==> src/rtl/piano_pkg.sv <==
// Shared piano definitions: note encoding, diatonic frequency table (C4..B6)
// and elaboration-time half-period helpers used by the tone and player blocks.
package piano_pkg;

    localparam int NOTE_W   = 5;
    localparam int NOTE_MAX = 21;

    typedef logic [NOTE_W-1:0] note_t;

    localparam note_t NOTE_REST = '0;

    // Indices 1..7 = C4..B4, 8..14 = C5..B5, 15..21 = C6..B6; anything else has no pitch.
    function automatic int unsigned note_freq(input note_t idx);
        int unsigned f;
        f = 0;
        case (idx)
            5'd1:  f = 262;
            5'd2:  f = 294;
            5'd3:  f = 330;
            5'd4:  f = 349;
            5'd5:  f = 392;
            5'd6:  f = 440;
            5'd7:  f = 494;
            5'd8:  f = 523;
            5'd9:  f = 587;
            5'd10: f = 659;
            5'd11: f = 698;
            5'd12: f = 784;
            5'd13: f = 880;
            5'd14: f = 988;
            5'd15: f = 1047;
            5'd16: f = 1175;
            5'd17: f = 1319;
            5'd18: f = 1397;
            5'd19: f = 1568;
            5'd20: f = 1760;
            5'd21: f = 1976;
            default: f = 0;
        endcase
        return f;
    endfunction

    function automatic logic is_rest(input note_t idx);
        return (idx == NOTE_REST) || (idx > note_t'(NOTE_MAX));
    endfunction

    // Truncating clk_hz / (2*f); rests map to 0 so callers never divide by zero.
    function automatic int unsigned half_period(input int unsigned clk_hz, input note_t idx);
        int unsigned h;
        h = 0;
        if (!is_rest(idx)) begin
            h = clk_hz / (32'd2 * note_freq(idx));
        end
        return h;
    endfunction

endpackage

==> src/rtl/buzzer_tone_gen_lut.sv <==
// Combinational note index to half-period lookup; the table is folded to
// constants at elaboration and rests read back as zero.
module note_half_period_lut
    import piano_pkg::*;
#(
    parameter int unsigned CLK_HZ = 100_000_000,
    parameter int          CNT_W  = 20
) (
    input  logic [NOTE_W-1:0] note,
    output logic [CNT_W-1:0]  half
);

    logic [CNT_W-1:0] half_tab [32];

    for (genvar k = 0; k < 32; k++) begin : g_tab
        assign half_tab[k] = CNT_W'(half_period(CLK_HZ, NOTE_W'(k)));
    end

    assign half = half_tab[note];

endmodule

==> src/rtl/buzzer_tone_gen.sv <==
// 50 % duty square-wave buzzer driver; the phase restarts whenever the
// accepted note changes and the output is held low during rests.
module buzzer_tone_gen
    import piano_pkg::*;
#(
    parameter int unsigned CLK_HZ = 100_000_000,
    parameter int          CNT_W  = 20
) (
    input  logic              clk,
    input  logic              rst,
    input  logic [NOTE_W-1:0] note,
    output logic              speaker
);

    logic [CNT_W-1:0]  cnt;
    logic [NOTE_W-1:0] note_q;
    logic [CNT_W-1:0]  half;

    note_half_period_lut #(
        .CLK_HZ (CLK_HZ),
        .CNT_W  (CNT_W)
    ) u_lut (
        .note (note_q),
        .half (half)
    );

    // Note changes win over toggling so a new pitch always starts from a low phase.
    always_ff @(posedge clk) begin
        if (rst) begin
            cnt     <= '0;
            note_q  <= NOTE_REST;
            speaker <= 1'b0;
        end else if (note != note_q) begin
            note_q  <= note;
            cnt     <= '0;
            speaker <= 1'b0;
        end else if (is_rest(note_q)) begin
            cnt     <= '0;
            speaker <= 1'b0;
        end else if (cnt == half - CNT_W'(1)) begin
            cnt     <= '0;
            speaker <= ~speaker;
        end else begin
            cnt <= cnt + CNT_W'(1);
        end
    end

endmodule

==> config.mk <==
export PLATFORM = sky130hd
export DESIGN_NAME = buzzer_tone_gen
export DESIGN_NICKNAME = d
export VERILOG_FILES = /design/src/rtl/piano_pkg.sv /design/src/rtl/buzzer_tone_gen_lut.sv /design/src/rtl/buzzer_tone_gen.sv
export SDC_FILE = /design/constraint.sdc
export NUM_CORES = 1
export LEC_CHECK = 0
export CORE_MARGIN = 2
export CORE_UTILIZATION = 55
export CTS_BUF_LIST = sky130_fd_sc_hd__clkbuf_16
export CTS_CLUSTER_DIAMETER = 120
export CTS_CLUSTER_SIZE = 30
export DETAILED_ROUTE_END_ITERATION = 12
export GPL_ROUTABILITY_DRIVEN = 0
export PLACE_DENSITY_LB_ADDON = 0.08
export SYNTH_ARGS = -nofsm -noshare
export SYNTH_HDL_FRONTEND = slang
export SYNTH_SLANG_ARGS = --single-unit
==> constraint.sdc <==
create_clock -name clk -period 5.6 [get_ports clk]
set_input_delay 1.12 -clock clk [delete_from_list [all_inputs] [get_ports clk]]
set_output_delay 1.12 -clock clk [all_outputs]
set_load 0.03 [all_outputs]
# Yosys cells after proc, flatten, opt, wreduce, memory -nomap -nowiden
# Memory sizes are Yosys's and may differ from the RTL's.
# Cells that the tools add are included.
# word_totals
register_bits,26
mem_bits_ro,640
inputBits,7
out_inout_bits,1
mem_count,1
# mem_list
name,words,word_bits,read_ports,rd_clocked_by_memory_dff,write_ports,line_no,source
(name not given),32,20,1,0,0,buzzer_tone_gen_lut.sv:19,assign half = half_tab[note];
# op_classes
n_addsub,2
magnitude_cmp,2
eq_ne,2
n_mux,2
n_bitwise,2
n_reduce_logical,4
# ops
cell,count
20-bit 2-to-1 mux,2
"20-bit by 1-bit adder with 20-bit output, second input constant",1
20-bit == test,1
"20-bit by 1-bit subtractor with 20-bit output, second input constant",1
"6-bit >= comparator, second input constant",1
5-bit inverter with 6-bit output,1
"5-bit > comparator, second input constant",1
5-bit zero test,1
5-bit inequality test,1
4-bit OR reduction,1
3-bit OR reduction,1
1-bit logical OR,1
1-bit inverter,1

# Longest topological paths before layout
# logic_depth
word_depth,7
mapped_depth,16

# Cells and area by module
# From an unflattened synthesis, not the netlist that was laid out.
# hier_totals
cells_unflattened,335
area_unflattened_um2,2600.0
# by_module_without_submodules
module,n_inst,cells_per_inst,area_per_inst_um2
buzzer_tone_gen,1,212,1746.7
note_half_period_lut,1,123,853.3

# Least setup slack after synthesis
# OpenSTA, ideal clock, no wires.
# synth_path
kind,register -> register
startpoint,register note_q[1]
endpoint,register cnt[7]
arrival_ns,3.195
required_ns,5.485
slack_ns,2.291
path_stages_with_launch,17
path_buffers,2
synth_period_minus_slack_ns,3.309
cell_sequence,dfxtp_1 > buf_2 > inv_1 > ha_1 > mux2i_1 > nor2_1 > a221oi_2 > ha_1 > xnor2_1 > xnor2_1 > nand2_1 > a2111oi_2 > o2111ai_1 > a2111oi_2 > or2_2 > buf_6 > nor2_1
# synth_via
elab_chain_len,7
# synth_rtl
item,line_no,source
from (decl),buzzer_tone_gen.sv:16,logic [NOTE_W-1:0] note_q;
from (signal assigned),buzzer_tone_gen.sv:34,note_q <= note;
5-bit inverter with 6-bit output (implied by the code),buzzer_tone_gen_lut.sv:19,
memory read 32 x 20 bit,--,
20-bit 2-to-1 mux (implied by the code) (2 in a row),buzzer_tone_gen_lut.sv:19,
20-bit by 1-bit subtractor with 20-bit output,buzzer_tone_gen.sv:40,end else if (cnt == half - CNT_W'(1)) begin
20-bit == test,buzzer_tone_gen.sv:40,
4-bit OR reduction (no line) (*),--,
to (signal assigned),buzzer_tone_gen.sv:44,cnt <= cnt + CNT_W'(1);
to (decl),buzzer_tone_gen.sv:15,logic [CNT_W-1:0] cnt;
# Every way passes the cells marked *; elsewhere a longest branch is shown, timed or not. The select of a mux whose other input is x is not followed.
# A chain may end at the register's enable or synchronous reset.

# Worst setup path in the final report
# layout_path
startpoint,register note_q[0]
endpoint,register cnt[6]
# Same word-level chain as after synthesis.

==> flow_summary.yaml <==
run_status:
  status: "finished clean"
floorplan:
  die_h_um: 73.2
  coreArea_um2: 4660
  io_pins: 8
  dieArea_um2: 5360
  die_x_um: 73.2
  num_rows: 25
  start_util: 0.565
clock_network:
  hold_buffers: 0
  cts_resized: 0
  tritoncts: "built"
  clock-sinks: 26
  root_buffer: "clkbuf_16"
  htree_num_levels: 1
  cts_setup_buffers: 0
  path_clk_slew_ps: 70
  cts_made_buffers: 3
  cts_buffer_depth: 2
  clk_latency_ps: 270
routing:
  viasPerCell: 6.03
  ant_nets: 0
  drc_errors: 0
  drtPass1Iterations: 5
  drtIter0Drc: 193
  avgRoutedWirePerCell_um: 16.1
  vias: 2303
  routed_wl_um: 6160
power:
  ir_drop_v: 0.000174
  cellPowerDensity_nw_per_um2: 208
  p_leak_nw: 1.02
  power_uw: 577
sta:
  clock_skew_ps: 5.16
  layout_min_cycle_time_ps: 4160
  fin_crit_sh: 0.743
  setup_viol: 0
  clock.fmax_mhz: 240
  rsz0062_at_grt: "false"
  relSlewSlack: 0.420
  hold_viol_final: 0
  tightest_slew_ps: 869
  slew_viol_final: 0
  tns_ps: 0
final_layout:
  synthToLayoutAreaGrowth_pct: 5.13
  multiInputGateArea_um2: 1950
  diodes: 0
  seqCellArea_um2: 520
  n_fill_cell: 439
  nets: 349
  fin_util: 0.594
  drive_gt1_frac: 0.0976
setup_path:
  cp_max_fo: 20
  slowest_delay_ps: 770
  critPathCaptureType: "flip-flop"
  path_cells: "inv_1, ha_1, nand2b_1, a2bb2oi_1, o211ai_1, nor3_2, and3_1, a2111oi_2, o2111ai_1, a2111oi_2, or2_2, nor2_1"
  start_kind: "flip-flop"
  worstPathArrival_ps: 4300
  cpMostUsedCell: "a2111oi_2"
  crit_slowest_cell: "dfxtp_1"
  path_class: "reg -> reg"
  worstPathRequired_ps: 5740
global_routing:
  grt-ovfl-total: 0
  grt_pass1_wl_um: 10100
  antenna_found_initial: 0
  grt_pass1_vias: 2073
  grt_usage: 0.241
  grt_max_degree: 28
synthesis:
  yosysMostFrequentCell: "nor2_1"
  ys_seq_area_frac: 0.198
  synth_ff_type: "dfxtp_1"
  synth_area_leader_cell: "dfxtp_1"
  ys_warn_count: 0
  synth_area_per_cell_um2: 7.95
  synth_edf_count: 0
  synth.top_cell.area_share: 0.198
  async_reset_ff_frac: 0
  syn_area_um2: 2630
  synthTopCellsByArea: "dfxtp_1 (20%), xnor2_1 (8.3%), ha_1 (6.2%)"
  syn_nets: 351
  yosys-top-cells-count: "nor2_1 (42), dfxtp_1 (26), nand2_1 (25), xnor2_1 (25)"
  yosysUniqueCellTypes: 69
  netlist_instances: 331
  synth_seq_cells: 26
min_path:
  holdCritPathClass: "reg -> reg"
placed_design:
  portBuffers: 7
  place_hpwl_um: 4570
flow_run:
  cap_violations: 0
registers in the layout, indices dropped and copies added, names as in the netlist:
register  count
cnt          20
note_q        5
speaker       1
per-layer routing:
| metal | vias up | GRT usage | part of all wire |
|---|---|---|---|
| met5 | - | 0 | 0 |
| met1 | 1063 | 0.355 | 0.48 |
| met3 | 8 | 0.0414 | 0.055 |
| met4 | 0 | 0.0453 | 0.011 |
| li1 | 1170 | - | - |
| met2 | 62 | 0.370 | 0.45 |
path summary, 6_finish.rpt:
path | from | to | slack (ps) | cells after the start
min | cnt[0] | cnt[0] | 530 | 1
max | note_q[0] | cnt[6] | 1440 | 12
max reg2reg | note_q[0] | cnt[6] | 1440 | 12
min reg2reg | cnt[0] | cnt[0] | 530 | 1
through the flow:
stage	std cells	instance area [um2]	hold WS, ps	setup WS, ps
global route	382	2770	591	1060
global placement	378	2660	494	1500
CTS	382	2770	548	1450
floorplan	331	2630	452	2290
detailed placement	378	2660	532	1510
finish	382	2770	527	1440
report_power, final:
part	internal (mW)	switching (mW)	total, mW
logic	0.0733	0.0962	0.170
registers	0.187	0.00844	0.195
clock network	0.142	0.0697	0.212
total	0.402	0.174	0.577
cell usage in the layout (no fill, tap or decap), drive strengths merged, types with 2 or more instances in the layout:
cell type      netlist  layout
xor2                17      17
o21a                 2       2
or2                  3       3
nand4                8       8
nor2b               17      17
inv                 10      10
clkbuf               3       3
buf                 13       2
or3                  3       3
nand2b               9       9
o21ai               15      15
nand3               14      14
o211ai               6       6
xnor2               25      25
dfxtp               26      26
and2                 2       2
a311oi               3       3
mux2                 4       4
mux2i                6       6
a21oi               10      10
nor2                42      42
nor3b                2       2
a21o                 3       3
or4                  2       2
a221oi               2       2
ha                  13      13
clkdlybuf4s50        0       7
nor3                 3       3
a2111oi              4       4
nand2               26      26
and3                12      12
cell type report:
class | count | share of cell area
clock buffer | 3 | 0.0271
multi-input combinational | 279 | 0.705
timing repair buffer | 9 | 0.0307
sequential | 26 | 0.188
tap | 54 | 0.0244
inverter | 10 | 0.0136
clock inverter | 1 | 0.0108
worst max-delay path, delay by kind of cell, from the launching register on:
kind	cells	cell delay, ps
AO/OA/AOI/OAI	5	1500
adder cells (fa/ha/maj)	1	450
buffers and inverters	1	270
flip-flops	1	770
AND/OR/NAND/NOR	5	1020
logic make-up (layout without fill, tap and decap cells):
kind of cell,Yosys count,in the layout,synth area share
AO/OA/AOI/OAI,66,66,0.204
XOR/XNOR,42,42,0.140
adder cells (fa/ha/maj),13,13,0.0618
buffers and inverters,26,23,0.0608
flip-flops,26,26,0.198
multiplexers,10,10,0.0413
AND/OR/NAND/NOR,148,148,0.294
(Power assumes the default switching activity.)
==> RTL edit, RTL diff (same flow settings) <==
Put one more register stage on the output `speaker`, without a reset. The value now appears one clock later.
--- a/src/rtl/buzzer_tone_gen.sv
+++ b/src/rtl/buzzer_tone_gen.sv
@@ -11,6 +11,8 @@
     input  logic [NOTE_W-1:0] note,
     output logic              speaker
 );
+
+    logic speaker_s0;
 
     logic [CNT_W-1:0]  cnt;
     logic [NOTE_W-1:0] note_q;
@@ -29,21 +31,25 @@
         if (rst) begin
             cnt     <= '0;
             note_q  <= NOTE_REST;
-            speaker <= 1'b0;
+            speaker_s0 <= 1'b0;
         end else if (note != note_q) begin
             note_q  <= note;
             cnt     <= '0;
-            speaker <= 1'b0;
+            speaker_s0 <= 1'b0;
         end else if (is_rest(note_q)) begin
             cnt     <= '0;
-            speaker <= 1'b0;
+            speaker_s0 <= 1'b0;
         end else if (cnt == half - CNT_W'(1)) begin
             cnt     <= '0;
-            speaker <= ~speaker;
+            speaker_s0 <= ~speaker_s0;
         end else begin
             cnt <= cnt + CNT_W'(1);
         end
     end
 
+    always_ff @(posedge clk) begin
+        speaker <= speaker_s0;
+    end
+
 endmodule
 
Behaviour: no difference found for any inputs over 10 cycles, from zero or initial values and one cycle with rst high; that may be too few to reach the edited logic, so the function may still have changed.
==> RTL edit against the unedited design <==
- sequential cell count grew 1
- area after synthesis grew 0.76%
- wire length shrank 0.34%
- worst setup slack lost 0.083 ns
- power shrank 6.5%
- critical path depth is the same
- worst hold slack lost 0.12 ns
- clock power shrank 21%
- largest power group is now sequential cells
- design area grew 0.18%
- highest routed layer unchanged
==> RTL edit: results (changes against the unedited design) <==
[run_status]
status = completed

[drt]
wl_met2_mm = 2.734  ; -1.4%
wire_per_inst_um = 15.99  ; -0.86%
wl_met1_mm = 2.997  ; +0.64%
via_count = 2337  ; +1.5%
first_pass_iters = 4  ; -1
wl_met3_um = 321  ; -5.9%
drt_iter0_markers = 219  ; +13%

[sta]
skew_ns = 0.005075  ; -0.00008474 ns
tightest_slew_ns = 0.7742  ; -0.09443 ns

[cells_and_area]
reg_top3 = cnt (20), note_q (5)
stdcell_count = 384  ; +0.52%
fill_cells = 433  ; -1.4%
drive_gt1_share_pct = 10.00  ; +0.24 points
num_antenna_cells = 0  ; unchanged

[min_path]
min_to = speaker
whs_path_depth = 0  ; -1
worstHoldStart = speaker_s0

[setup_path]
slowest_stage = dfxtp_1
reg2reg_to = cnt[12]
critical_path.max_stage_delay_ns = 0.80  ; +0.03 ns
worstPathArrival_ns = 4.39  ; +0.09 ns
critical_path.top_delay_family = simple AND/OR/NAND/NOR gates
crit_path_end_kind = register
r2r_slack_ns = 1.36  ; -0.08 ns
cp_max_fo = 20  ; unchanged

[pwr]
peakVddDrop_uv = 158.6  ; -8.6%
p_leak_nw = 1.018  ; about the same

[global_route]
grt_start_max_net_pins = 28  ; unchanged
antenna_found_initial = 0  ; unchanged
grt_pass1_vias = 2054  ; -0.92%
grt_pass1_wl_mm = 10.25  ; +1.1%
grtUsageTotal_pct = 24.24  ; +0.11 points
met2_usage_pct = 35.02  ; -2.0 points
use_met1_pct = 36.83  ; +1.3 points
grt_util_met3_pct = 3.841  ; -0.30 points

[clocking]
post-cts-setup-buffers = 0  ; unchanged
cts_resized = 0  ; unchanged
cts-root-buf = clkbuf_16
clk_path_buf_depth = 2  ; unchanged

[yosys]
ys_top_cells_by_count = nor2_1 (42), dfxtp_1 (27), nand2_1 (25), xnor2_1 (25)
yosysSeqAreaShare_pct = 20.38  ; +0.61 points
ys_top_cells_by_area = dfxtp_1 (20%), xnor2_1 (8.3%), ha_1 (6.1%)
postSynthAreaPerCell_um2 = 7.990  ; +0.46%
synth_xor_area_share_pct = 13.87  ; -0.11 points
ys_warn_count = 0  ; unchanged
synth_compound_area_share_pct = 20.28  ; -0.15 points
syn_nets = 352  ; +0.28%
synth-adder-area-share_pct = 6.132  ; -0.047 points
synthMuxAreaShare_pct = 4.104  ; -0.031 points

[place]
post-dp-hpwl_mm = 4.581  ; +0.23%
port-buffer-count = 7  ; unchanged

-- RTL edit: through the flow --
stage	area, µm²	setup WS [ns]	hold slack (ns)	utilization (%)
2_1_floorplan	2653	2.291	0.3501	-
3_3_place_gp	2690	1.509	0.3993	57.33
3_5_place_dp	2690	1.442	0.3897	57.33
4_1_cts	2773	1.429	0.3998	59.09
5_1_grt	2773	1.062	0.4119	59.09
6_report	2773	1.358	0.4033	59.09
-- RTL edit: cell type report --
class                      instances  area, µm²  share of cell area [%]
clock buffer                       3      75.07                   2.708
clock inverter                     1      7.507                  0.2708
tap                               54      67.56                   2.437
multi-input combinational        279       1952                   70.40
timing repair buffer              10      92.59                   3.339
inverter                          10      37.54                   1.354
sequential                        27      540.5                   19.49
-- RTL edit: report_power, final --
group          total, mW  switching [mW]  internal, mW
Combinational      0.173          0.0991        0.0737
Sequential         0.199         0.00558         0.194
Clock              0.167          0.0697        0.0972
